[src/rtl/load_align_pkg.sv]
// load_align_pkg
// Shared definitions for the load alignment unit: the load-type encoding and
// the issue-time error check.
// Optional feature macro: LOAD_UNALIGNED_EN (enables LWL/LWR; when undefined,
// those encodings are treated as reserved and flagged as errors).
package load_align_pkg;

   typedef enum logic [2:0] {
      LF_LB   = 3'b000,
      LF_LBU  = 3'b001,
      LF_LH   = 3'b010,
      LF_LHU  = 3'b011,
      LF_LW   = 3'b100,
      LF_LWL  = 3'b101,
      LF_LWR  = 3'b110,
      LF_RSVD = 3'b111
   } load_func_e;

   // Address-error / illegal-encoding flag, evaluated once when a load is queued.
   function automatic logic load_err(input logic [2:0] func, input logic [1:0] addr_lo);
      logic err;
      case (func)
         LF_LB, LF_LBU: err = 1'b0;
         LF_LH, LF_LHU: err = addr_lo[0];
         LF_LW:         err = (addr_lo != 2'b00);
`ifdef LOAD_UNALIGNED_EN
         LF_LWL, LF_LWR: err = 1'b0;
`else
         LF_LWL, LF_LWR: err = 1'b1;
`endif
         LF_RSVD:       err = 1'b1;
         default:       err = 1'b1;
      endcase
      return err;
   endfunction

endpackage

[src/rtl/load_extend_core.sv]
// load_extend_core
// Purely combinational byte/halfword select, sign/zero extension and LWL/LWR
// merge of one memory word for the load at the head of the queue.
// Ports:
//   func    [2:0]  load type of the head entry
//   addr_lo [1:0]  byte offset of the head entry
//   err            head entry is flagged illegal (forces data to zero)
//   rt_old  [31:0] old rt value for merges (present only with LOAD_UNALIGNED_EN)
//   rdata   [31:0] aligned memory word
//   data    [31:0] aligned / extended / merged result
// Optional feature macro: LOAD_UNALIGNED_EN.
module load_extend_core
   import load_align_pkg::*;
(
   input  logic [2:0]  func,
   input  logic [1:0]  addr_lo,
   input  logic        err,
`ifdef LOAD_UNALIGNED_EN
   input  logic [31:0] rt_old,
`endif
   input  logic [31:0] rdata,
   output logic [31:0] data
);

   logic [7:0]  byte_s;
   logic [15:0] half_s;
`ifdef LOAD_UNALIGNED_EN
   logic [4:0]  lwl_sh_s;
   logic [4:0]  lwr_sh_s;

   // 8*(3-a) equals {~a,000} for a 2-bit offset; 8*a equals {a,000}.
   assign lwl_sh_s = {~addr_lo, 3'b000};
   assign lwr_sh_s = {addr_lo, 3'b000};
`endif

   // Pick the addressed byte and halfword out of the memory word.
   always_comb begin
      byte_s = rdata[7:0];
      case (addr_lo)
         2'b00:   byte_s = rdata[7:0];
         2'b01:   byte_s = rdata[15:8];
         2'b10:   byte_s = rdata[23:16];
         2'b11:   byte_s = rdata[31:24];
         default: byte_s = rdata[7:0];
      endcase
      if (addr_lo[1]) begin
         half_s = rdata[31:16];
      end else begin
         half_s = rdata[15:0];
      end
   end

   // Build the writeback value; illegal entries always produce zero.
   always_comb begin
      data = 32'h0000_0000;
      if (err) begin
         data = 32'h0000_0000;
      end else begin
         case (func)
            LF_LB:   data = {{24{byte_s[7]}}, byte_s};
            LF_LBU:  data = {24'h00_0000, byte_s};
            LF_LH:   data = {{16{half_s[15]}}, half_s};
            LF_LHU:  data = {16'h0000, half_s};
            LF_LW:   data = rdata;
`ifdef LOAD_UNALIGNED_EN
            LF_LWL:  data = (rdata << lwl_sh_s) | (rt_old & ~(32'hFFFF_FFFF << lwl_sh_s));
            LF_LWR:  data = (rdata >> lwr_sh_s) | (rt_old & ~(32'hFFFF_FFFF >> lwr_sh_s));
`endif
            default: data = 32'h0000_0000;
         endcase
      end
   end

endmodule

[src/rtl/load_align_unit.sv]
// load_align_unit
// Holds issued loads in an in-order queue until their memory word returns,
// then aligns/extends the word and presents it on a registered writeback port.
// Ports:
//   clk, rst                     clock, synchronous active-high reset
//   iss_valid/iss_ready          issue handshake (iss_ready = queue not full)
//   iss_func, iss_addr_lo,
//   iss_tag, iss_rt_old          load type, byte offset, destination tag, old rt
//   mem_valid/mem_ready,
//   mem_rdata                    one in-order read beat per queued load
//   out_valid/out_ready,
//   out_data, out_tag, out_err   registered writeback result
//   occupancy                    number of queued loads
// Optional feature macro: LOAD_UNALIGNED_EN (LWL/LWR merge support; when
// undefined, iss_rt_old is ignored and not stored).
module load_align_unit
   import load_align_pkg::*;
#(
   parameter int DEPTH = 4,
   parameter int TAG_W = 5
) (
   input  logic                     clk,
   input  logic                     rst,
   input  logic                     iss_valid,
   output logic                     iss_ready,
   input  logic [2:0]               iss_func,
   input  logic [1:0]               iss_addr_lo,
   input  logic [TAG_W-1:0]         iss_tag,
   input  logic [31:0]              iss_rt_old,
   input  logic                     mem_valid,
   output logic                     mem_ready,
   input  logic [31:0]              mem_rdata,
   output logic                     out_valid,
   input  logic                     out_ready,
   output logic [31:0]              out_data,
   output logic [TAG_W-1:0]         out_tag,
   output logic                     out_err,
   output logic [$clog2(DEPTH):0]   occupancy
);

   localparam int PTR_W = $clog2(DEPTH);
   localparam int CNT_W = PTR_W + 1;

   logic [2:0]       func_q_r  [DEPTH];
   logic [1:0]       addr_q_r  [DEPTH];
   logic [TAG_W-1:0] tag_q_r   [DEPTH];
   logic             err_q_r   [DEPTH];
`ifdef LOAD_UNALIGNED_EN
   logic [31:0]      rt_q_r    [DEPTH];
`else
   logic             unused_rt_old_s;
`endif

   logic [PTR_W-1:0] wr_ptr_r;
   logic [PTR_W-1:0] rd_ptr_r;
   logic [CNT_W-1:0] occ_r;
   logic             out_valid_r;
   logic [31:0]      out_data_r;
   logic [TAG_W-1:0] out_tag_r;
   logic             out_err_r;

   logic             full_s;
   logic             push_s;
   logic             pop_s;
   logic [31:0]      result_s;

`ifndef LOAD_UNALIGNED_EN
   assign unused_rt_old_s = ^iss_rt_old;
`endif

   // Readiness is based on registered occupancy only, so a same-cycle pop
   // cannot open a full queue and a same-cycle push cannot be matched.
   assign full_s    = (occ_r == CNT_W'(DEPTH));
   assign iss_ready = !full_s;
   assign mem_ready = (occ_r != {CNT_W{1'b0}}) && (!out_valid_r || out_ready);
   assign push_s    = iss_valid && iss_ready;
   assign pop_s     = mem_valid && mem_ready;

   assign occupancy = occ_r;
   assign out_valid = out_valid_r;
   assign out_data  = out_data_r;
   assign out_tag   = out_tag_r;
   assign out_err   = out_err_r;

   // Queue storage: write the issued load into the tail slot.
   always_ff @(posedge clk) begin
      if (push_s) begin
         func_q_r[wr_ptr_r] <= iss_func;
         addr_q_r[wr_ptr_r] <= iss_addr_lo;
         tag_q_r[wr_ptr_r]  <= iss_tag;
         err_q_r[wr_ptr_r]  <= load_err(iss_func, iss_addr_lo);
`ifdef LOAD_UNALIGNED_EN
         rt_q_r[wr_ptr_r]   <= iss_rt_old;
`endif
      end
   end

   // Queue pointers and occupancy; pointers wrap naturally as DEPTH is a power of two.
   always_ff @(posedge clk) begin
      if (rst) begin
         wr_ptr_r <= {PTR_W{1'b0}};
         rd_ptr_r <= {PTR_W{1'b0}};
         occ_r    <= {CNT_W{1'b0}};
      end else begin
         if (push_s) begin
            wr_ptr_r <= wr_ptr_r + PTR_W'(1);
         end
         if (pop_s) begin
            rd_ptr_r <= rd_ptr_r + PTR_W'(1);
         end
         case ({push_s, pop_s})
            2'b10:   occ_r <= occ_r + CNT_W'(1);
            2'b01:   occ_r <= occ_r - CNT_W'(1);
            default: occ_r <= occ_r;
         endcase
      end
   end

   load_extend_core u_core (
      .func    (func_q_r[rd_ptr_r]),
      .addr_lo (addr_q_r[rd_ptr_r]),
      .err     (err_q_r[rd_ptr_r]),
`ifdef LOAD_UNALIGNED_EN
      .rt_old  (rt_q_r[rd_ptr_r]),
`endif
      .rdata   (mem_rdata),
      .data    (result_s)
   );

   // Writeback register: load on a popped beat, hold while stalled, drop when taken.
   always_ff @(posedge clk) begin
      if (rst) begin
         out_valid_r <= 1'b0;
         out_data_r  <= 32'h0000_0000;
         out_tag_r   <= {TAG_W{1'b0}};
         out_err_r   <= 1'b0;
      end else if (pop_s) begin
         out_valid_r <= 1'b1;
         out_data_r  <= result_s;
         out_tag_r   <= tag_q_r[rd_ptr_r];
         out_err_r   <= err_q_r[rd_ptr_r];
      end else if (out_ready) begin
         out_valid_r <= 1'b0;
      end
   end

endmodule

[config.mk]
export PLATFORM = sky130hd
export DESIGN_NAME = load_align_unit
export DESIGN_NICKNAME = d
export VERILOG_FILES = /design/src/rtl/load_align_pkg.sv /design/src/rtl/load_extend_core.sv /design/src/rtl/load_align_unit.sv
export SDC_FILE = /design/constraint.sdc
export NUM_CORES = 1
export LEC_CHECK = 0
export CELL_PAD_IN_SITES_DETAIL_PLACEMENT = 0
export CELL_PAD_IN_SITES_GLOBAL_PLACEMENT = 2
export CORE_ASPECT_RATIO = 0.7
export CORE_MARGIN = 5
export CORE_UTILIZATION = 30
export DETAILED_ROUTE_END_ITERATION = 16
export PLACE_DENSITY_LB_ADDON = 0.3
export SYNTH_ARGS = -nofsm -noshare
export SYNTH_HDL_FRONTEND = slang
export SYNTH_HIERARCHICAL = 1
export SYNTH_SLANG_ARGS = --single-unit
[constraint.sdc]
create_clock -name clk -period 3.54 [get_ports clk]
set_clock_uncertainty 0.1 [all_clocks]
set_input_delay 0.354 -clock clk [delete_from_list [all_inputs] [get_ports clk]]
set_output_delay 0.354 -clock clk [all_outputs]
set_load 0.01 [all_outputs]
* Word level (Yosys, flattened, before mapping)
Memory sizes are Yosys's and may differ from the RTL's. A register that Yosys moved wholly into a read port is not among the register bits. Cells that the tools add are included.
Operators by class: $add $sub $neg 4, multipliers 0, div/mod/pow operators 0, $lt $le $gt $ge 0, eq/ne operators 17, shift operators 0, multiplexer cells 17, bitwise operators 0, reductions and logical operators 16
Operator list (number):
- case mux 32 bit (5 select lines) | 1
- two-way mux 32 bit | 1
- case mux 8 bit (4 select lines) | 1
- == test 3 bit, second input constant | 6
- two-way mux 16 bit | 1
- == test 3 x 2 -> 1 bit, second input constant | 4
- two-way mux 2 bit | 6
- == test 2 bit, second input constant | 3
- == test 3 x 1 -> 1 bit, second input constant | 2
- logical NOT 3 bit | 2
- case mux 3 bit (2 select lines) | 1
- nonzero test 2 bit | 3
- two-way mux 1 bit | 5
- adder 2 x 1 -> 2 bit, second input constant | 2
- == test 2 x 1 -> 1 bit, second input constant | 2
- case mux 1 bit (4 select lines) | 1
- OR reduction 2 bit | 2
- adder 3 x 1 -> 3 bit, second input constant | 1
- logical AND 1 bit | 3
- nonzero test 3 bit | 1
- OR reduction 3 bit | 1
- subtractor 3 x 1 -> 3 bit, second input constant | 1
- logical NOT 1 bit | 2
- logical NOT 2 bit | 1
- logical OR 1 bit | 1
Word-level totals: register bits after elaboration 41, latch bits 0, memory bits (writable) 44, memory bits (read-only) 0, output and inout bits 44, memories kept 4
Memory list:
- tag_q_r | depth 4, width 5, read ports 1, clocked after Yosys merged registers in 1, wr ports 1, line load_align_unit.sv:46 | logic [TAG_W-1:0] tag_q_r [DEPTH];
- func_q_r | depth 4, width 3, read ports 1, clocked after Yosys merged registers in 1, wr ports 1, line load_align_unit.sv:44 | logic [2:0] func_q_r [DEPTH];
- addr_q_r | depth 4, width 2, read ports 1, clocked after Yosys merged registers in 1, wr ports 1, line load_align_unit.sv:45 | logic [1:0] addr_q_r [DEPTH];
- err_q_r | depth 4, width 1, read ports 1, clocked after Yosys merged registers in 1, wr ports 1, line load_align_unit.sv:47 | logic err_q_r [DEPTH];

* Depth between registers and ports, before layout
depth after elaboration 6, gate-level depth with buffers 10, mapped depth without buffers 8

* Modules after synthesis
The synthesis kept the hierarchy.
By module, submodules not included:
- load_align_unit | instances 1, cells an instance 303, area an instance 3748.6 sq um
- load_extend_core | instances 1, cells an instance 114, area an instance 950.9 sq um

* Worst setup path after synthesis
Ideal clock, no wire load.
path kind reg2reg, from register occ_r[2], in the netlist occupancy[2], to register occ_r[2], in the netlist occupancy[2], setup time 70 ps, data arrival time 2155 ps, required time 3370 ps, slack 1215 ps, cell stages (with the launch flop) 10, path buffers 1, clock period less this slack 2325 ps, cell sequence dfxtp_1 or3b_1 buf_2 nand2_1 ha_1 inv_1 fa_1 xor2_1 or3_1 a21oi_1
Between the ends: word-level cells in the longest chain between the ends 5
Ends and longest elaborated chain:
- start, declared | line load_align_unit.sv:56 | logic [CNT_W-1:0] occ_r;
- start signal, assigned | line load_align_unit.sv:103 | occ_r <= {CNT_W{1'b0}};
- start signal, assigned | line load_align_unit.sv:112 | 2'b10: occ_r <= occ_r + CNT_W'(1);
- start signal, assigned | line load_align_unit.sv:113 | 2'b01: occ_r <= occ_r - CNT_W'(1);
- == test 3 bit * | line load_align_unit.sv:73 | assign full_s = (occ_r == CNT_W'(DEPTH));
- logical NOT 1 bit * | line load_align_unit.sv:74 | assign iss_ready = !full_s;
- named net iss_ready | line load_align_unit.sv:25 | output logic iss_ready,
- logical AND 1 bit * | line load_align_unit.sv:76 | assign push_s = iss_valid && iss_ready;
- == test 2 x 1 -> 1 bit or == test 2 bit (tied branches) | line load_align_unit.sv:111 | case ({push_s, pop_s})
- case mux 3 bit (2 select lines) or nonzero test 2 bit (tied branches)
The timed path passes the listed nets; every way through them passes the cells marked *. A chain may end at the register's enable or synchronous reset.

==> flow_summary_export.csv <==
group,metric,value,unit
timing,fmax,366.4,MHz
synthesis,yosys.area.top_type_share,28.12,%
clocking,ctsHtreeMaxLevel,3,
floorplan,ios,123,
finish,num-fill-cells,1519,
floorplan,coreArea,0.01545,mm2
synthesis,synth_edf_count,44,
synthesis,ys_seq_area_share,48.56,%
timing,fin_crit_sh,77.09,%
synthesis,syn_area,0.004700,mm2
pwr,vdd_drop_max,0.3496,mV
synthesis,synth_top_flop_cell,"dfxtp_1",
worst_setup_path,critPathArrivalTime,2.82,ns
pwr,power_leakage,1.903,nW
synthesis,synth_seq_cells,92,
clocking,cts.sinks,92,
pwr,switching_share,39.77,%
route,vias,3698,
clocking,cts_tree,"done",
timing,finalSetupViolations,0,
worst_setup_path,critPathMaxFanout,19,
finish,multi_input_area,0.002150,mm2
global_routing,grt_util_all_layers,15.54,%
clocking,clk_path_buf_depth,2,
synthesis,synth_fp_nets,502,
timing,tightest_slew,0.6324,ns
finish,syn2layout_area_growth,26.97,%
job,maxCapViolCount,0,
finish,drive_above_1_share,13.37,%
route,drtAntennaViolNets,0,
synthesis,async_flop_share,0,%
clocking,clk_latency,0.34,ns
clocking,path_clk_slew,0.06,ns
synthesis,synth_most_common_cell,"a21oi_1",
clocking,cts_hold_buf,0,
pwr,switchingPower,1.579,mW
worst_setup_path,start_kind,"register",
pwr,power,3.971,mW
clocking,ctsResizeCount,0,
pwr,p_int,2.391,mW
outcome,outcome,"finished, final reports clean",
finish,final-seq-area,0.002282,mm2
hold_path,hp-class,"reg -> reg",
clocking,cts_buffers,9,
placed_design,dpl_cell_area,0.005695,mm2
timing,setup_tns,0,ns
route,drt-total-wl,14.23,mm
worst_setup_path,cp-end-kind,"register",
finish,final_area,0.005967,mm2
pwr,power.clock.fraction,22.7,%
placed_design,globalplace.congestion,0.8250,
synthesis,synth.avg_cell_area,11.27,um2
synthesis,synthTopCellsByArea,"edfxtp_1 (28%), dfxtp_1 (20%), o31ai_1 (6.2%)",
timing,final.min_clock_period,2.729,ns
placed_design,port-buffer-count,90,
route,drc_errors,0,
route,drt_iter0_drc,278,
pwr,p_per_area,665.4,mW/mm2
floorplan,initial_core_util,30.41,%
clocking,cts_setup_buffers,0,
timing,finalHoldViolCount,0,
global_routing,grt_max_degree,49,
timing,slew-limit-headroom,57.84,%
synthesis,synth_common_cells,"a21oi_1 (53), dfxtp_1 (48), edfxtp_1 (44)",
synthesis,synth_cells,417,
timing,rsz0062_at_grt,"false",
finish,antenna_cells,0,
worst_setup_path,crit_type,"reg -> reg",
global_routing,grt_pass1_vias,3730,
floorplan,die_h,114.7,um
pwr,pwr-share-comb,43.0,%
floorplan,rows,38,
global_routing,antenna_found_initial,0,
global_routing,grt_pass1_wl,22.36,mm
synthesis,ys_types,54,
synthesis,ys_warn_count,6,
pwr,seqPwrFrac,34.3,%
route,via_per_inst,5.391,
route,first_pass_iters,4,
clocking,root_buffer,"clkbuf_16",
timing,slew_viol_final,0,
synthesis,synth_top_cell_by_area,"edfxtp_1",
global_routing,overflow,0,
floorplan,die_area,0.01831,mm2
finish,final_nets,566,
floorplan,die_w,159.6,um
placed_design,dpl.hpwl,9.929,mm
route,routedWlPerCell,20.75,um
worst_setup_path,crit_required,3.64,ns
-- stage by stage --
stage	utilization, %	hold WS, ns	std cells	setup slack [ns]
2_1_floorplan	-	0.3529	417	1.215
3_3_place_gp	36.86	0.3603	670	0.8399
3_5_place_dp	36.86	0.3629	670	0.8107
4_1_cts	38.62	0.3724	686	0.8023
5_1_grt	38.62	0.3865	686	0.5876
6_report	38.62	0.3696	686	0.8110
-- power by group through the flow --
| stage | combinational, mW | clock (mW) | sequential [mW] |
|---|---|---|---|
| after detailed placement | 1.69 | 0 | 1.39 |
| after floorplan | 1.23 | 0 | 1.36 |
| after global routing | 1.86 | 0.969 | 1.38 |
| after global placement | 1.67 | 0 | 1.38 |
| final | 1.71 | 0.901 | 1.36 |
| after CTS | 1.70 | 0.927 | 1.36 |
-- cell families after synthesis --
kind of cell | count (synthesis) | synth area share [%]
xor gates and xnor gates | 2 | 0.3728
and+or+nand+nor | 90 | 11.26
DFF | 92 | 48.56
adders and majority gates | 6 | 1.757
AOI/OAI and AO/OA | 140 | 21.88
buffers and inverters | 56 | 5.990
muxes | 31 | 10.17
-- placed cells by master, fill, tap and decap left out, types with 3 or more instances in the layout --
cell type,n
o31ai_1,39
mux2_1,4
nor2b_1,3
o22ai_1,7
a211oi_1,7
a311oi_1,6
a21oi_1,53
mux2i_1,8
a311oi_2,10
edfxtp_1,44
mux4_2,12
clkdlybuf4s50_1,90
clkbuf_16,9
nand2_1,19
ha_1,5
inv_1,6
nor2_1,7
dfxtp_1,48
buf_4,11
mux2_2,6
a22oi_1,7
and3_1,4
nand4_1,39
-- sequential cells by signal (all words and copies together), names as in the netlist, 3 cells and up, named ones only --
signal and count:
addr_q_r 8, occupancy 3, tag_q_r 20, func_q_r 12, out_tag 5, err_q_r 4, out_data 32
-- critical path, cell delays in order, from the launching register on --
cell and delay (ns):
dfxtp_1 0.42, mux4_2 0.81, mux2_4 0.43, a21oi_4 0.50, a311oi_1 0.12, nand4_1 0.15
a21oi_1 0.07
-- worst paths after layout --
kind                startpoint           end  slack [ns]  depth (start not counted)
setup reg to reg      register  out_data[17]        0.81                          6
hold reg to reg   out_data[13]  out_data[13]        0.37                          2
hold / removal    out_data[13]  out_data[13]        0.37                          2
setup / recovery      register  out_data[17]        0.81                          6
-- final cells by class --
class                   instances  share of cell area (%)
clock buffers                  12                   4.131
clock inverters                 4                  0.4194
inverters                       8                  0.5033
multi-input cells             269                   36.02
flip-flops and latches         92                   38.25
well taps                     200                   4.194
repair buffers                101                   16.48
-- routing by layer --
layer,vias to the layer above,global-route usage (%),share of wire [%]
met4,0,3.121,0.57
met3,6,3.778,6.0
met5,-,0,0
met2,101,21.25,41
met1,1810,24.57,53
li1,1781,-,-
No activity file was read; power rests on OpenSTA's default activity.
